### config.mk
export PLATFORM = sky130hd
export DESIGN_NAME = ir
export DESIGN_NICKNAME = d
export VERILOG_FILES = /design/src/rtl/sap_pkg.sv /design/src/rtl/ir_field_split.sv /design/src/rtl/ir.sv
export SDC_FILE = /design/constraint.sdc
export NUM_CORES = 1
export LEC_CHECK = 0
export CORE_MARGIN = 5
export CORE_UTILIZATION = 35
export CTS_BUF_LIST = sky130_fd_sc_hd__clkbuf_4
export CTS_CLUSTER_DIAMETER = 50
export DETAILED_ROUTE_END_ITERATION = 7
export PLACE_DENSITY = 0.84
export SLEW_MARGIN = 20
export SYNTH_ARGS = -nofsm -noshare
export SYNTH_HDL_FRONTEND = slang
export SYNTH_SLANG_ARGS = --single-unit
export TNS_END_PERCENT = 50
### constraint.sdc
create_clock -name clk -period 1.28 [get_ports clk]
set_clock_uncertainty 0.05 [all_clocks]
set_input_delay 0.32 -clock clk [delete_from_list [all_inputs] [get_ports clk]]
set_output_delay 0.32 -clock clk [all_outputs]
set_load 0.1 [all_outputs]
### src/rtl/sap_pkg.sv
// sap_pkg: shared constants and types for the 16-bit SAP CPU datapath.
//   DATA_W     - bus / instruction word width
//   OPCODE_W   - opcode field width (MSBs of the instruction word)
//   OPERAND_W  - operand field width (LSBs of the instruction word)
//   opcode_e   - instruction opcode encoding seen by the controller
package sap_pkg;

    localparam int DATA_W    = 16;
    localparam int OPCODE_W  = 4;
    localparam int OPERAND_W = DATA_W - OPCODE_W;

    typedef enum logic [OPCODE_W-1:0] {
        OP_LDA = 4'h0,
        OP_ADD = 4'h1,
        OP_SUB = 4'h2,
        OP_STA = 4'h3,
        OP_LDI = 4'h4,
        OP_JMP = 4'h5,
        OP_OUT = 4'hE,
        OP_HLT = 4'hF
    } opcode_e;

endpackage

### src/rtl/ir_field_split.sv
// ir_field_split: combinational decode of the held instruction word.
//   ir_word     in  - registered instruction word
//   ir_oe       in  - operand output enable
//   opcode      out - top OPCODE_W bits of ir_word
//   operand     out - remaining low bits of ir_word
//   operand_bus out - operand zero-extended when ir_oe=1, else zero
module ir_field_split
    import sap_pkg::*;
#(
    parameter int DATA_W   = sap_pkg::DATA_W,
    parameter int OPCODE_W = sap_pkg::OPCODE_W
) (
    input  logic [DATA_W-1:0]          ir_word,
    input  logic                       ir_oe,
    output logic [OPCODE_W-1:0]        opcode,
    output logic [DATA_W-OPCODE_W-1:0] operand,
    output logic [DATA_W-1:0]          operand_bus
);

    assign opcode  = ir_word[DATA_W-1 -: OPCODE_W];
    assign operand = ir_word[DATA_W-OPCODE_W-1:0];

    // Gated with zeros rather than tristated; bus muxing lives outside.
    assign operand_bus = ir_oe ? {{OPCODE_W{1'b0}}, operand} : '0;

endmodule

### src/rtl/ir.sv
// ir: instruction register of the 16-bit SAP CPU.
// Captures bus on ir_write, holds it, and exposes the word plus its
// opcode/operand fields. Synchronous active-low reset (rst=0) wins over load.
//   clk         in  - system clock, rising edge
//   rst         in  - synchronous active-low reset
//   ir_write    in  - load strobe
//   ir_oe       in  - operand_bus enable
//   bus         in  - system bus data
//   ir_out      out - registered instruction word
//   opcode      out - ir_out opcode field
//   operand     out - ir_out operand field
//   operand_bus out - zero-extended operand when ir_oe, else 0
//   ir_valid    out - an instruction has been loaded since reset
// Optional macro IR_ILLEGAL_DET_EN adds:
//   legal_mask  in  - one bit per opcode, 1 = legal
//   ir_illegal  out - registered: loaded opcode was not legal
module ir
    import sap_pkg::*;
#(
    parameter int                 DATA_W    = sap_pkg::DATA_W,
    parameter int                 OPCODE_W  = sap_pkg::OPCODE_W,
    parameter logic [DATA_W-1:0]  RESET_VAL = '0
) (
    input  logic                       clk,
    input  logic                       rst,
    input  logic                       ir_write,
    input  logic                       ir_oe,
    input  logic [DATA_W-1:0]          bus,
`ifdef IR_ILLEGAL_DET_EN
    input  logic [2**OPCODE_W-1:0]     legal_mask,
    output logic                       ir_illegal,
`endif
    output logic [DATA_W-1:0]          ir_out,
    output logic [OPCODE_W-1:0]        opcode,
    output logic [DATA_W-OPCODE_W-1:0] operand,
    output logic [DATA_W-1:0]          operand_bus,
    output logic                       ir_valid
);

    always_ff @(posedge clk) begin
        if (!rst) begin
            ir_out   <= RESET_VAL;
            ir_valid <= 1'b0;
        end else if (ir_write) begin
            ir_out   <= bus;
            ir_valid <= 1'b1;
        end
    end

`ifdef IR_ILLEGAL_DET_EN
    // Judged on the incoming bus opcode so the flag lines up with ir_out.
    always_ff @(posedge clk) begin
        if (!rst)
            ir_illegal <= 1'b0;
        else if (ir_write)
            ir_illegal <= ~legal_mask[bus[DATA_W-1 -: OPCODE_W]];
    end
`endif

    ir_field_split #(
        .DATA_W   (DATA_W),
        .OPCODE_W (OPCODE_W)
    ) u_split (
        .ir_word     (ir_out),
        .ir_oe       (ir_oe),
        .opcode      (opcode),
        .operand     (operand),
        .operand_bus (operand_bus)
    );

endmodule

# == After elaboration in Yosys (flattened, before gate mapping) ==
# Index checks and enable logic that the tools add are counted.
# totals
reg_bits,17
inputBits,20
output_inout_bits,49
wordCells,3
# classes
muxes,1
# ops
op,n
12-bit two-way mux,1

# == Depth between registers and ports, before layout ==
# depth
ltp_word,1
ltp_mapped,4
mapped_depth_nobuf,2

# == Cells and area by module ==
# From an unflattened synthesis, not the netlist that was laid out.
# hier_totals
cells_unflattened,87
area_unflattened_um2,893.4
# by_module_without_submodules
mod,instances,cells_each,area_each_um2,seq_area_each_um2
ir,1,53,643.1,340.3
ir_field_split,1,34,250.2,0.0

# == Worst setup path before layout ==
# OpenSTA, ideal clock, no wires.
# synth_path
path_type,register -> output
startpoint,register ir_out[0]
endpoint,output port operand_bus[0]
t_arrival_ns,1.830
slack_ns,-0.920
path_stages_with_launch,2
path_buffers,0
path_cell_list,dfxtp_1 and2_1
# synth_between
elab_chain_cells,1
# synth_rtl
item,line_no,source
"start, declared",ir.sv:33,"output logic [DATA_W-1:0] ir_out,"
"start signal, assigned",ir.sv:45,ir_out <= bus;
12-bit two-way mux,ir_field_split.sv:24,"assign operand_bus = ir_oe ? {{OPCODE_W{1'b0}}, operand} : '0;"
"end, declared",ir.sv:36,"output logic [DATA_W-1:0] operand_bus,"
# No other way between the ends.

# == Worst setup path after layout ==
# layout_path
startpoint,register ir_out[8]
endpoint,output port operand_bus[8]
# Same word-level chain as after synthesis.

==> key figures <==
Setup path
  • Worst Path Buf+Inv: 1
  • Setup slack, reg-to-reg: ~0.20 ns
  • Crit-path slowest cell: dfxtp_4
  • Crit path required time: around 0.91 ns
  • Crit end category: output pin
  • Worst path top cell family by delay: flip-flops
  • Max Fanout on Critical Path: 4
  • Worst setup startpoint: ir_out[8]$_SDFFE_PN0P_
  • Reg2reg start: ir_out[8]$_SDFFE_PN0P_
  • CP max stage delay: just under 0.4 ns
  • CP arrival: about 1 ns
  • Cell breakdown of the critical path: and2_4, buf_12
  • CP Class: reg -> out
  • CP startpoint kind: register

Yosys
  • FFs w/ async S/R, synth: 0%
  • Post-synthesis sequential area ratio: approximately two fifths
  • Cells after Synth: between 80 and 90
  • Synth Cell Area: 876 sq um
  • Netlist cell types: 10
  • Most frequent cell after synthesis: buf_4
  • Top cell type by total area after synthesis: dfxtp_1
  • Most used DFF post-synth: dfxtp_1
  • YS warnings: 0
  • Post-synth top area share: 38.9%
  • Synthesized area per cell: between 10 and 15 sq um
  • Synth Register Bits: 17
  • Synth cell count leaders: buf_4 (20), dfxtp_1 (17), mux2i_1 (16), nor2b_1 (16), and2_1 (12)
  • EDFF count, synth: 0
  • Synth top area cells: dfxtp_1 (39%), mux2i_1 (18%), buf_4 (17%), nor2b_1 (11%), and2_1 (8.6%)

Power
  • Leak: between 0.9 and 1 nW
  • Max VDD drop: 1080 uV
  • Total Power: roughly 2.2 mW
  • Pwr dens: between 900 and 1000 mW/mm^2

Place
  • Standard cell area after detailed placement: about 0.002 sq mm
  • PortBufs: 64
  • # placed instances: roughly 160
  • Global placer's final weighted congestion: between 0.7 and 0.8
  • DP Worst Slack: -0.398 ns
  • Dpl hpwl: 2050 um

STA
  • TNS Setup: -1.70 ns
  • Hold Slack: roughly 0.46 ns
  • Final worst path period share: 108%
  • Worst setup margin: -0.104 ns
  • F_max: ~720 MHz
  • Unrepaired setup endpoints after global routing: true
  • Minimum clock period: ~1.4 ns
  • Hold Vio Cnt, Final: 0
  • Slew Viols, Final: 0
  • Setup Viol. Count Final: 36

Global routing
  • Met2 Usage GRT: 36.1%
  • Largest net degree at the start of global routing: 18
  • Global routing's busiest layer: met2
  • M3 GR Usage: roughly 6.0%
  • Number of global-route vias before repair: just over 900
  • Total congestion overflow: 0
  • Initial antenna violation count: 0
  • M1 GR Usage: roughly 21%
  • First-pass GRT wire length: just over 5000 um
  • Global-route usage over all layers: ~20%

Route
  • Wire per inst: about 18 um
  • Residual DRC: 0
  • Vias per std cell: ~4.5
  • Routed WL: 3490 um
  • Via count: roughly 850
  • Initial DRT Pass Iterations: 4
  • DRT iter0 DRCs: 28
  • Final ANT Viol Nets: 0

Cells and area
  • P&R area growth vs syn: 162%
  • Layout cell share with drive strength beyond 1: between 60% and 70%
  • Util after Layout: a little over nine tenths
  • Fin cells: 190
  • Nets: around 180
  • ANT cells: 0
  • Post-route cell area: 0.00230 sq mm

CTS
  • Clock sink count: 17
  • CTS H-tree lvls: 1
  • Root Buffer: clkbuf_4
  • TritonCTS Buffers: 3
  • Clock insertion delay at the later pin of the skew report: approximately 0.29 ns
  • Clock-pin slew on the worst setup and hold paths: between 0.1 and 0.15 ns
  • CTS tree: done
  • Max Buffers Root-to-Sink: 2

Worst hold path
  • Hold Path Class: reg -> reg
  • Hold path startpoint: ir_valid$_SDFFE_PN0P_

Floorplanning
  • # IOs: ~70
  • Starting Density: a little over a third
  • Core Rows: 18
  • Die Y: around 60 um
  • Die ar.: around 0.0036 sq mm
  • Die width: 60.0 um
  • Core ar.: 0.00243 sq mm

Run
  • Max Cap Violations: 0

Status
  • Result of the run: finished, violations left
  • Failing checks: setup timing
[kinds of logic (layout without fill, tap and decap cells)]
| logic type | after synthesis | count (layout) | synth area share (%) |
|---|---|---|---|
| AND/OR/NAND/NOR | 28 | 28 | 20.0 |
| other | 1 | 4 | 0.428 |
| multiplexers | 16 | 16 | 18.3 |
| AO/OA/AOI/OAI | 1 | 1 | 0.857 |
| buffers and inverters | 24 | 94 | 21.6 |
| flip-flops | 17 | 17 | 38.9 |
[cell type report]
class	instances	area (sq um)
clock buffers	4	30.0
fillers	72	136
multi-input cells	49	388
flip-flops and latches	17	402
well taps	30	37.5
repair buffers	90	1440
[cell usage in the layout (no fill, tap or decap)]
cell / instances
and2_4: 12
buf_12: 51
buf_16: 1
buf_4: 4
buf_6: 16
clkbuf_4: 4
clkdlybuf4s50_1: 18
conb_1: 4
dfxtp_2: 1
dfxtp_4: 16
mux2i_1: 16
nor2b_1: 16
o21a_1: 1
[worst paths after layout]
| check | end | depth (start not counted) |
|---|---|---|
| worst max-delay path | operand_bus[8] | 2 |
| worst min-delay path | ir_valid$_SDFFE_PN0P_ | 1 |
| worst max register to register | ir_out[8]$_SDFFE_PN0P_ | 4 |
| worst min register to register | ir_valid$_SDFFE_PN0P_ | 1 |
[power breakdown]
| part | leakage [nW] | internal [mW] | total (mW) | switching [mW] |
|---|---|---|---|---|
| Clock | 0.0184 | 0.142 | 0.316 | 0.174 |
| Combinational | 0.827 | 0.494 | 1.25 | 0.756 |
| Sequential | 0.151 | 0.550 | 0.598 | 0.0473 |
[state kept, by name (all words and copies together), names as in the netlist]
register	count
ir_valid	1
ir_out	16
[layer usage]
| metal | up-vias | wire, um |
|---|---|---|
| met5 | - | 0 |
| met4 | 0 | 27 |
| met3 | 4 | 282 |
| met2 | 47 | 1850 |
| met1 | 404 | 1320 |
| li1 | 398 | - |
[what timing repair did]
item / in CTS / in global routing
gates resized for setup: 20 / 3
endpoints found under the setup margin: 12 / 37
cloned: 1 / 0
buffers inserted: 20 / 2
endpoints found under the hold margin: 0 / 0
pin swaps: 11 / 0
hold buffers: 0 / 0
Note: power is estimated with default switching activity, not from simulation.
